`src/rtl/numread.sv`:
```
// numread: recovers the 13-bit segment code of a rendered digit by majority vote of dark pixels
// inside each segment region, evaluated once per frame at the latch pixel (100,1).
module numread #(
   parameter logic [10:0] width    = 11'd70,
   parameter logic [9:0]  high     = 10'd140,
   parameter logic [9:0]  m_t      = 10'd66,
   parameter logic [3:0]  d        = 4'd8,
   parameter logic [10:0] L1       = 11'd150,
   parameter logic [9:0]  L2       = 10'd150,
   parameter logic [7:0]  DARK_TH  = 8'd64,
   parameter logic [2:0]  STABLE_N = 3'd3
) (
   input  logic        clk,
   input  logic        rst,
   input  logic [10:0] l,
   input  logic [9:0]  t,
   input  logic [10:0] RGB_x_Src,
   input  logic [9:0]  RGB_y_Src,
   input  logic [23:0] RGB_Data_In,
   input  logic        pix_valid,
   output logic [12:0] seg_code,
   output logic        code_valid,
   output logic        code_stable
);
   // one extra bit of coordinate headroom so l+width+40 and t+high+5 never wrap
   localparam int W = 12;
   localparam logic [W-1:0] DW = {8'd0, d};

   typedef enum logic [1:0] {S_WAIT = 2'd0, S_ACC = 2'd1, S_EVAL = 2'd2} state_t;

   state_t         r_state, w_state_next;
   logic [W-1:0]   r_l, r_r, r_t, r_b, r_x1, r_x2, r_y1, r_y2, r_y3;
   logic [W-1:0]   w_x, w_y, w_x1d, w_x2d, w_y1d, w_y2d, w_y3d;
   logic           w_latch, w_dark, w_in_box;
   logic [12:0]    w_hit, w_sel, w_bit;
   logic [13:1]    w_taken;
   logic           w_geo_load, w_count, w_eval_load, w_clear;
   logic [12:0]    r_seg_code;
   logic           r_code_valid, r_code_stable;
   logic [2:0]     r_run, w_run_next;

   function automatic logic incl(input logic [W-1:0] v, input logic [W-1:0] lo, input logic [W-1:0] hi);
      return (v >= lo) && (v <= hi);
   endfunction

   function automatic logic excl(input logic [W-1:0] v, input logic [W-1:0] lo, input logic [W-1:0] hi);
      return (v > lo) && (v < hi);
   endfunction

   assign w_x      = {1'b0, RGB_x_Src};
   assign w_y      = {2'b0, RGB_y_Src};
   assign w_latch  = (RGB_x_Src == 11'd100) && (RGB_y_Src == 10'd1);
   assign w_dark   = (RGB_Data_In[23:16] < DARK_TH) && (RGB_Data_In[15:8] < DARK_TH) &&
                     (RGB_Data_In[7:0] < DARK_TH);
   assign w_in_box = pix_valid && (w_x >= r_l) && (w_x <= r_r) && (w_y >= r_t) && (w_y <= r_b);

   assign w_x1d = r_x1 + DW;
   assign w_x2d = r_x2 - DW;
   assign w_y1d = r_y1 + DW;
   assign w_y2d = r_y2 + DW;
   assign w_y3d = r_y3 - DW;

   always_ff @(posedge clk) begin
      if (rst) begin
         r_l  <= '0; r_r  <= '0; r_t  <= '0; r_b  <= '0;
         r_x1 <= '0; r_x2 <= '0; r_y1 <= '0; r_y2 <= '0; r_y3 <= '0;
      end else if (w_geo_load) begin
         r_l  <= {1'b0, l};
         r_r  <= {1'b0, l} + {1'b0, L1};
         r_x1 <= {1'b0, l} + 12'd40;
         r_x2 <= {1'b0, l} + {1'b0, width} + 12'd40;
         r_t  <= {2'b0, t};
         r_b  <= {2'b0, t} + {2'b0, L2};
         r_y1 <= {2'b0, t} + 12'd5;
         r_y2 <= {2'b0, t} + {2'b0, m_t} + 12'd5;
         r_y3 <= {2'b0, t} + {2'b0, high} + 12'd5;
      end
   end

   // bars use inclusive bounds, corners strict bounds
   always_comb begin
      w_hit     = '0;
      w_hit[12] = incl(w_x, w_x1d, w_x2d) && incl(w_y, r_y1,  w_y1d);
      w_hit[11] = incl(w_x, w_x2d, r_x2)  && incl(w_y, w_y1d, r_y2);
      w_hit[10] = incl(w_x, w_x2d, r_x2)  && incl(w_y, w_y2d, w_y3d);
      w_hit[9]  = incl(w_x, w_x1d, w_x2d) && incl(w_y, w_y3d, r_y3);
      w_hit[8]  = incl(w_x, r_x1,  w_x1d) && incl(w_y, w_y2d, w_y3d);
      w_hit[7]  = incl(w_x, r_x1,  w_x1d) && incl(w_y, w_y1d, r_y2);
      w_hit[6]  = incl(w_x, w_x1d, w_x2d) && incl(w_y, r_y2,  w_y2d);
      w_hit[5]  = excl(w_x, r_x1,  w_x1d) && excl(w_y, r_y1,  w_y1d);
      w_hit[4]  = excl(w_x, w_x2d, r_x2)  && excl(w_y, r_y1,  w_y1d);
      w_hit[3]  = excl(w_x, w_x2d, r_x2)  && excl(w_y, r_y2,  w_y2d);
      w_hit[2]  = excl(w_x, w_x2d, r_x2)  && excl(w_y, w_y3d, r_y3);
      w_hit[1]  = excl(w_x, r_x1,  w_x1d) && excl(w_y, w_y3d, r_y3);
      w_hit[0]  = excl(w_x, r_x1,  w_x1d) && excl(w_y, r_y2,  w_y2d);
   end

   assign w_taken[13] = 1'b0;

   genvar gi;
   generate
      for (gi = 0; gi < 13; gi++) begin : g_region
         logic [9:0] r_tot, r_dk;

         assign w_sel[gi] = w_hit[gi] & ~w_taken[gi+1];
         if (gi > 0) begin : g_chain
            assign w_taken[gi] = w_taken[gi+1] | w_hit[gi];
         end

         always_ff @(posedge clk) begin
            if (rst || w_clear) begin
               r_tot <= '0;
               r_dk  <= '0;
            end else if (w_count && w_in_box && w_sel[gi]) begin
               if (r_tot != 10'h3FF) r_tot <= r_tot + 10'd1;
               if (w_dark && (r_dk != 10'h3FF)) r_dk <= r_dk + 10'd1;
            end
         end

         assign w_bit[gi] = {r_dk, 1'b0} > {1'b0, r_tot};
      end
   endgenerate

   always_ff @(posedge clk) begin
      if (rst) r_state <= S_WAIT;
      else     r_state <= w_state_next;
   end

   always_comb begin
      w_state_next = r_state;
      case (r_state)
         S_WAIT:  if (w_latch) w_state_next = S_ACC;
         S_ACC:   if (w_latch) w_state_next = S_EVAL;
         S_EVAL:  w_state_next = S_ACC;
         default: w_state_next = S_WAIT;
      endcase
   end

   // the code is registered on the latch edge so it appears together with code_valid in EVAL
   always_comb begin
      w_geo_load  = 1'b0;
      w_count     = 1'b0;
      w_eval_load = 1'b0;
      w_clear     = 1'b0;
      case (r_state)
         S_WAIT: begin
            w_geo_load = w_latch;
            w_clear    = w_latch;
         end
         S_ACC: begin
            w_geo_load  = w_latch;
            w_eval_load = w_latch;
            w_count     = ~w_latch;
         end
         S_EVAL:  w_clear = 1'b1;
         default: ;
      endcase
   end

   always_comb begin
      if (w_bit == r_seg_code) w_run_next = (r_run >= STABLE_N) ? STABLE_N : r_run + 3'd1;
      else                     w_run_next = 3'd1;
   end

   always_ff @(posedge clk) begin
      if (rst) begin
         r_seg_code    <= '0;
         r_code_valid  <= 1'b0;
         r_code_stable <= 1'b0;
         r_run         <= '0;
      end else begin
         r_code_valid <= w_eval_load;
         if (w_eval_load) begin
            r_seg_code    <= w_bit;
            r_run         <= w_run_next;
            r_code_stable <= (w_run_next == STABLE_N);
         end
      end
   end

   assign seg_code    = r_seg_code;
   assign code_valid  = r_code_valid;
   assign code_stable = r_code_stable;
endmodule

```
`config.mk`:
```
export PLATFORM = sky130hd
export DESIGN_NAME = numread
export DESIGN_NICKNAME = d
export VERILOG_FILES = /design/src/rtl/numread.sv
export SDC_FILE = /design/constraint.sdc
export NUM_CORES = 1
export LEC_CHECK = 0
export CAP_MARGIN = 20
export CORE_ASPECT_RATIO = 2
export CORE_MARGIN = 1.5
export CORE_UTILIZATION = 40
export DETAILED_ROUTE_END_ITERATION = 10
export HOLD_SLACK_MARGIN = 0.08
export PLACE_DENSITY = 0.58
export SETUP_SLACK_MARGIN = 0.05
export SLEW_MARGIN = 10
export SYNTH_ARGS = -nofsm -noshare
export SYNTH_HDL_FRONTEND = slang
export SYNTH_SLANG_ARGS = --single-unit
```
`constraint.sdc`:
```
create_clock -name clk -period 5.8 [get_ports clk]
set_input_delay 0.87 -clock clk [delete_from_list [all_inputs] [get_ports clk]]
set_output_delay 0.87 -clock clk [all_outputs]
set_load 0.02 [all_outputs]
```
# Word-level counts from Yosys, hierarchy flattened
# Cells that the tools add are included.
[word_totals] reg_bits=385 inputBits=69 output_inout_bits=15 word_cells=298
[classes] add_sub_neg=42 magnitude_cmp=47 eq_ne=34 muxes=9 bitwise_logic=36 reduce_logical=90
[op_table] op="$add A10 B1 Y10 const B" n=26
[op_table] op="$ne A10 B10 Y1 const B" n=26
[op_table] op="$gt A11 B10 Y1" n=13
[op_table] op="$le A10 B12 Y1" n=6
[op_table] op="$ge A10 B12 Y1" n=5
[op_table] op="$logic_and A1 B1 Y1" n=60
[op_table] op="$reduce_and A2 Y1" n=27
[op_table] op="$le A11 B12 Y1" n=4
[op_table] op="$add A12 B4 Y12 const B" n=3
[op_table] op="$ge A11 B12 Y1" n=3
[op_table] op="$gt A10 B12 Y1" n=3
[op_table] op="$lt A10 B12 Y1" n=3
[op_table] op="$add A11 B3 Y12 const B" n=2
[op_table] op="$gt A11 B12 Y1" n=2
[op_table] op="$lt A11 B12 Y1" n=2
[op_table] op="$lt A8 B7 Y1 const B" n=3
[op_table] op="$sub A12 B4 Y12 const B" n=2
[op_table] op="$add A10 B8 Y11 const B" n=2
[op_table] op="$eq A13 B13 Y1" n=1
[op_table] op="$not A1 Y1" n=13
[op_table] op="$add A11 B6 Y12 const B" n=1
[op_table] op="$add A11 B7 Y12 const B" n=1
[op_table] op="$add A11 B8 Y12 const B" n=1
[op_table] op="$add A12 B6 Y12 const B" n=1
[op_table] op="other kinds (22)" n=48

# Longest topological paths before layout
[logic_depth] ltp_word=19 depth_mapped=19 mapped_depth_nobuf=15

# Worst setup path after synthesis
# Ideal clock, no wire load.
[synth_timing] path_type="input -> register" from="input RGB_x_Src[0]" to="register g_region[3].r_tot[9]" setup_time_ns=0.070 t_arrival_ns=4.115 required_time_ns=5.730 setup_slack_ns=1.614 path_stages=11 n_path_buf=1 path_cell_list="inv_1 ha_1 nand3_1 or4_1 o311a_1 or4b_4 or3_4 or4_1 buf_2 or4_1 a21oi_1"
[synth_via] elab_chain_cells=15 word_cells_on_any_way=50 cone_classes="order compare: 12; eq/ne: 1; mux: 2; bitwise: 11; reduce/logical: 24"
[synth_rtl] element="from (decl)" line="17" source="input logic [10:0] RGB_x_Src,"
[synth_rtl] element="$ge A11 B12 Y1 or $le A11 B12 Y1 (tied branches)" line="43" source="return (v >= lo) && (v <= hi);"
[synth_rtl] element="$logic_and A1 B1 Y1" line="43"
[synth_rtl] element="$logic_and A1 B1 Y1 (on tied branches)" line="83, 84"
[synth_rtl] element="$or A1 B1 Y1 (8 in series)" line="107" source="assign w_taken[gi] = w_taken[gi+1] | w_hit[gi];"
[synth_rtl] element="$not A1 Y1" line="105" source="assign w_sel[gi] = w_hit[gi] & ~w_taken[gi+1];"
[synth_rtl] element="$and A1 B1 Y1" line="105"
[synth_rtl] element="$logic_and A1 B1 Y1" line="114" source="end else if (w_count && w_in_box && w_sel[gi]) begin"
[synth_rtl] element="$reduce_and A2 Y1 (no source line)"
[synth_rtl] element="to (signal assigned)" line="115" source="if (r_tot != 10'h3FF) r_tot <= r_tot + 10'd1;"
[synth_rtl] element="to (decl)" line="103" source="logic [9:0] r_tot, r_dk;"
# Several ways; a longest one is shown, not always the timed one.
# A chain may end at the register's enable or synchronous reset.

# Worst setup path in the final report
[layout_timing] from="register r_x1[5]" to="register g_region[0].r_dk[6]"
[layout_via] elab_chain_cells=19 word_cells_on_any_way=32 cone_classes="add/sub: 1; order compare: 5; bitwise: 13; reduce/logical: 13"
[layout_rtl] element="from (decl)" line="32" source="logic [W-1:0] r_l, r_r, r_t, r_b, r_x1, r_x2, r_y1, r_y2, r_y3;"
[layout_rtl] element="from (signal assigned)" line="70" source="r_x1 <= {1'b0, l} + 12'd40;"
[layout_rtl] element="$add A12 B4 Y12" line="57" source="assign w_x1d = r_x1 + DW;"
[layout_rtl] element="$ge A11 B12 Y1" line="43"
[layout_rtl] element="$logic_and A1 B1 Y1" line="43"
[layout_rtl] element="$logic_and A1 B1 Y1" line="83" source="w_hit[12] = incl(w_x, w_x1d, w_x2d) && incl(w_y, r_y1, w_y1d);"
[layout_rtl] element="$or A1 B1 Y1 (11 in series)" line="107"
[layout_rtl] element="$not A1 Y1" line="105"
[layout_rtl] element="$and A1 B1 Y1 (*)" line="105"
[layout_rtl] element="$logic_and A1 B1 Y1 (*)" line="114"
[layout_rtl] element="$reduce_and A2 Y1 (no source line) (*)"
[layout_rtl] element="to (signal assigned)" line="116" source="if (w_dark && (r_dk != 10'h3FF)) r_dk <= r_dk + 10'd1;"
[layout_rtl] element="to (decl)" line="103"
# Every way passes the cells marked *; elsewhere a longest branch is shown, timed or not.

==> qor.yml <==
status:
  status: "completed"
drt:
  vias: 22900
  first_pass_iters: 5
  maxUsedRoutingLayer: "met4"
  wl_met3_mm: 2.30
  via_per_inst: 5.79
  drtIter0Drc: 1023
  dr_wl_met2_mm: 39.2
  drtAntennaViolNets: 0
  post_drt_wl_per_cell_um: 18.1
  drt-met1-wl_mm: 25.6
  drc_errors: 0
  drt-total-wl_mm: 71.4
timing:
  maxSlewViolCount: 0
  fin_crit_ns: 4.89
  rsz0062_at_grt: "no"
  setup_ws_ns: 0.907
  max_freq_ghz: 0.204
  worst_pin_slew_ns: 1.03
  hold_viol_final: 0
  setup_viol_count_final: 0
  period_share: 0.844
  clock_skew_ns: 0.0182
  timing.setup.tns_ns: 0
  slew_headroom: 0.305
logic_synthesis:
  syn_area_sq_um: 24400
  synth_most_common_cell: "dfxtp_1"
  synth_top_area_cell: "dfxtp_1"
  netlist_top_cells_area: "dfxtp_1 30%, ha_1 14%, a21oi_1 5.8%, nand2_1 4.2%, inv_1 4.0%"
  ys_types: 70
  synthCells: 3100
  synth_edf_count: 0
  ys_ff_latch: 370
  ys.flop_type: "dfxtp_1"
  postSynth.asyncResetShare: 0
  synth_common_cells: "370 x dfxtp_1, 285 x a21oi_1, 280 x ha_1"
  postSynthAreaPerCell_sq_um: 7.87
  yosys_warnings: 0
  yosysTopAreaCellShare: 0.304
  seq_area_frac_synth: 0.304
  synth_nets: 3449
finish:
  drive_gt1_frac: 0.0504
  n_fill_cell: 5952
  antenna_cells: 0
  nNetsFinal: 3493
  syn_to_final_growth_pct: 12.8
cts:
  clock_latency_ns: 0.56
  post_cts_buffers: 0
  cts_root_buffer: "clkbuf_16"
  clk_path_buf_depth: 3
  cts_tree: "yes"
  cts_hold_buf: 0
  clk_pin_slew_ns: 0.07
  cts_sinks: 370
  h-tree-depth: 2
  cts_resized: 0
  cts_buffers: 39
placed_design:
  port_buffers: 65
  gp_congestion: 0.856
  hpwl_mm: 55.0
  place_ws_ns: 0.478
power_and_ir_drop:
  internal_power_mw: 4.37
  p_comb_frac: 0.069
  power_frac_seq: 0.439
  max-vdd-ir-drop_mv: 0.250
  powerDensity_nw_per_um2: 210
  p_leak_nw: 9.80
  power_switching_share: 0.244
  clkPwrFrac: 0.491
  power_switching_mw: 1.41
floorplan:
  initial_core_util: 0.406
  ios: 84
  fp.dieW_um: 178
  dieArea_sq_um: 62600
  die_h_um: 352
  core_sq_um: 60100
  rows: 127
global_route:
  grt_max_degree: 116
  grt-ovfl-total: 0
  grt_pass1_wl_mm: 116
  antenna_found_initial: 0
  grt_pass1_vias: 22900
  track_usage: 0.229
setup_path:
  crit_type: "reg2reg"
  path_buf_inv: 1
  crit_chain: "nand3_1, nor3_1, nand3_1, xnor2_1, ha_1, and3_1, a221oi_1, o21ai_0, o21ai_0, nand3_1, a2111oi_2, buf_4, nand3_1, or4_1, a21oi_1"
  crit_fanout: 20
  crit_slowest_cell: "or4_1"
  end_kind: "flip-flop"
  cp.required_ns: 6.29
  cp-start-kind: "flip-flop"
  path_delay_family: "simple AND/OR/NAND/NOR gates"
  cp_slowest_stage_delay_ns: 0.64
  crit_top_cell: "nand3_1"
  arrival_ns: 5.38
min_path:
  hold_path_class: "reg2reg"
flow_run:
  drv_cap: 0
-- cell usage in the layout, fill, tap and decap left out, drive strengths merged, types with 9 or more instances in the layout --
cell type      count
o21ai            143
ha               280
nor2             214
xnor2             97
clkbuf            48
nand2b            10
nor2b             14
clkinv             9
and2              11
mux2i             29
nor4              44
and3              50
nand4             63
and4              14
buf               63
nand3            191
a21o              41
or3               85
nor3              77
o21a              14
and4b             10
a21oi            285
a211oi            50
o31ai             59
nand4b            10
nand2            274
clkdlybuf4s50     64
a31oi             17
dfxtp            370
inv              263
or4               66
a2111oi           10
o211ai            20
xor2              53
-- state kept, by name, indices dropped and copies added (netlist names), 11 cells and up --
signal / cells
g_region.r_dk: 130
g_region.r_tot: 130
seg_code: 13
r_r: 12
r_x1: 11
r_y2: 11
-- area by class of cell --
class	count	area [sq um]	area share
clock buffers	48	1110	0.0404
multi-input cells	2345	15600	0.566
flip-flops and latches	370	7410	0.269
clock inverters	23	318	0.0115
repair buffers	127	1160	0.0423
well taps	774	968	0.0352
inverters	261	980	0.0356
-- kinds of logic after synthesis --
kind of cell,synth area share
AND/OR/NAND/NOR,0.245
AO/OA/AOI/OAI,0.182
buffers and inverters,0.0593
flip-flops,0.304
adder cells (fa/ha/maj),0.144
XOR/XNOR,0.0538
multiplexers,0.0124
-- path summary, 6_finish.rpt --
kind	start	to	slack (ns)	cells after the start
max	r_x1[5]	g_region[0].r_dk[6]	0.91	15
min	r_r[8]	r_r[8]	0.45	2
max reg2reg	r_x1[5]	g_region[0].r_dk[6]	0.91	15
min reg2reg	r_r[8]	r_r[8]	0.45	2
-- worst reg2reg max path, delay by kind of cell, from the launching register on --
kind	cells	cell delay, ns
AND/OR/NAND/NOR	7	2.25
buffers and inverters	1	0.22
AO/OA/AOI/OAI	5	1.49
adder cells (fa/ha/maj)	1	0.29
XOR/XNOR	1	0.14
flip-flops	1	0.44
-- per-layer routing --
layer	global-route usage	vias to the layer above
met5	0	-
li1	-	11300
met4	0.135	0
met1	0.222	10800
met2	0.453	498
met3	0.0238	182
-- through the flow --
| step | hold WS (ns) | instances | utilization | power [mW] | cell area (sq um) |
|---|---|---|---|---|---|
| 2_1_floorplan | 0.432 | 3100 | - | 2.82 | 24400 |
| 3_3_place_gp | 0.441 | 3877 | 0.435 | 2.99 | 26100 |
| 3_5_place_dp | 0.443 | 3877 | 0.435 | 3.00 | 26100 |
| 4_1_cts | 0.452 | 3948 | 0.458 | 5.85 | 27500 |
| 5_1_grt | 0.475 | 3948 | 0.458 | 5.99 | 27500 |
| 6_report | 0.450 | 3948 | 0.458 | 5.78 | 27500 |
-- power groups by stage --
stage / clock (mW) / sequential [mW] / combinational (mW)
after CTS: 2.91 / 2.54 / 0.403
final: 2.84 / 2.54 / 0.402
after global routing: 3.01 / 2.54 / 0.437
after detailed placement: 0 / 2.60 / 0.401
after floorplan: 0 / 2.60 / 0.223
after global placement: 0 / 2.60 / 0.393
Note: power is estimated with default switching activity, not from simulation.
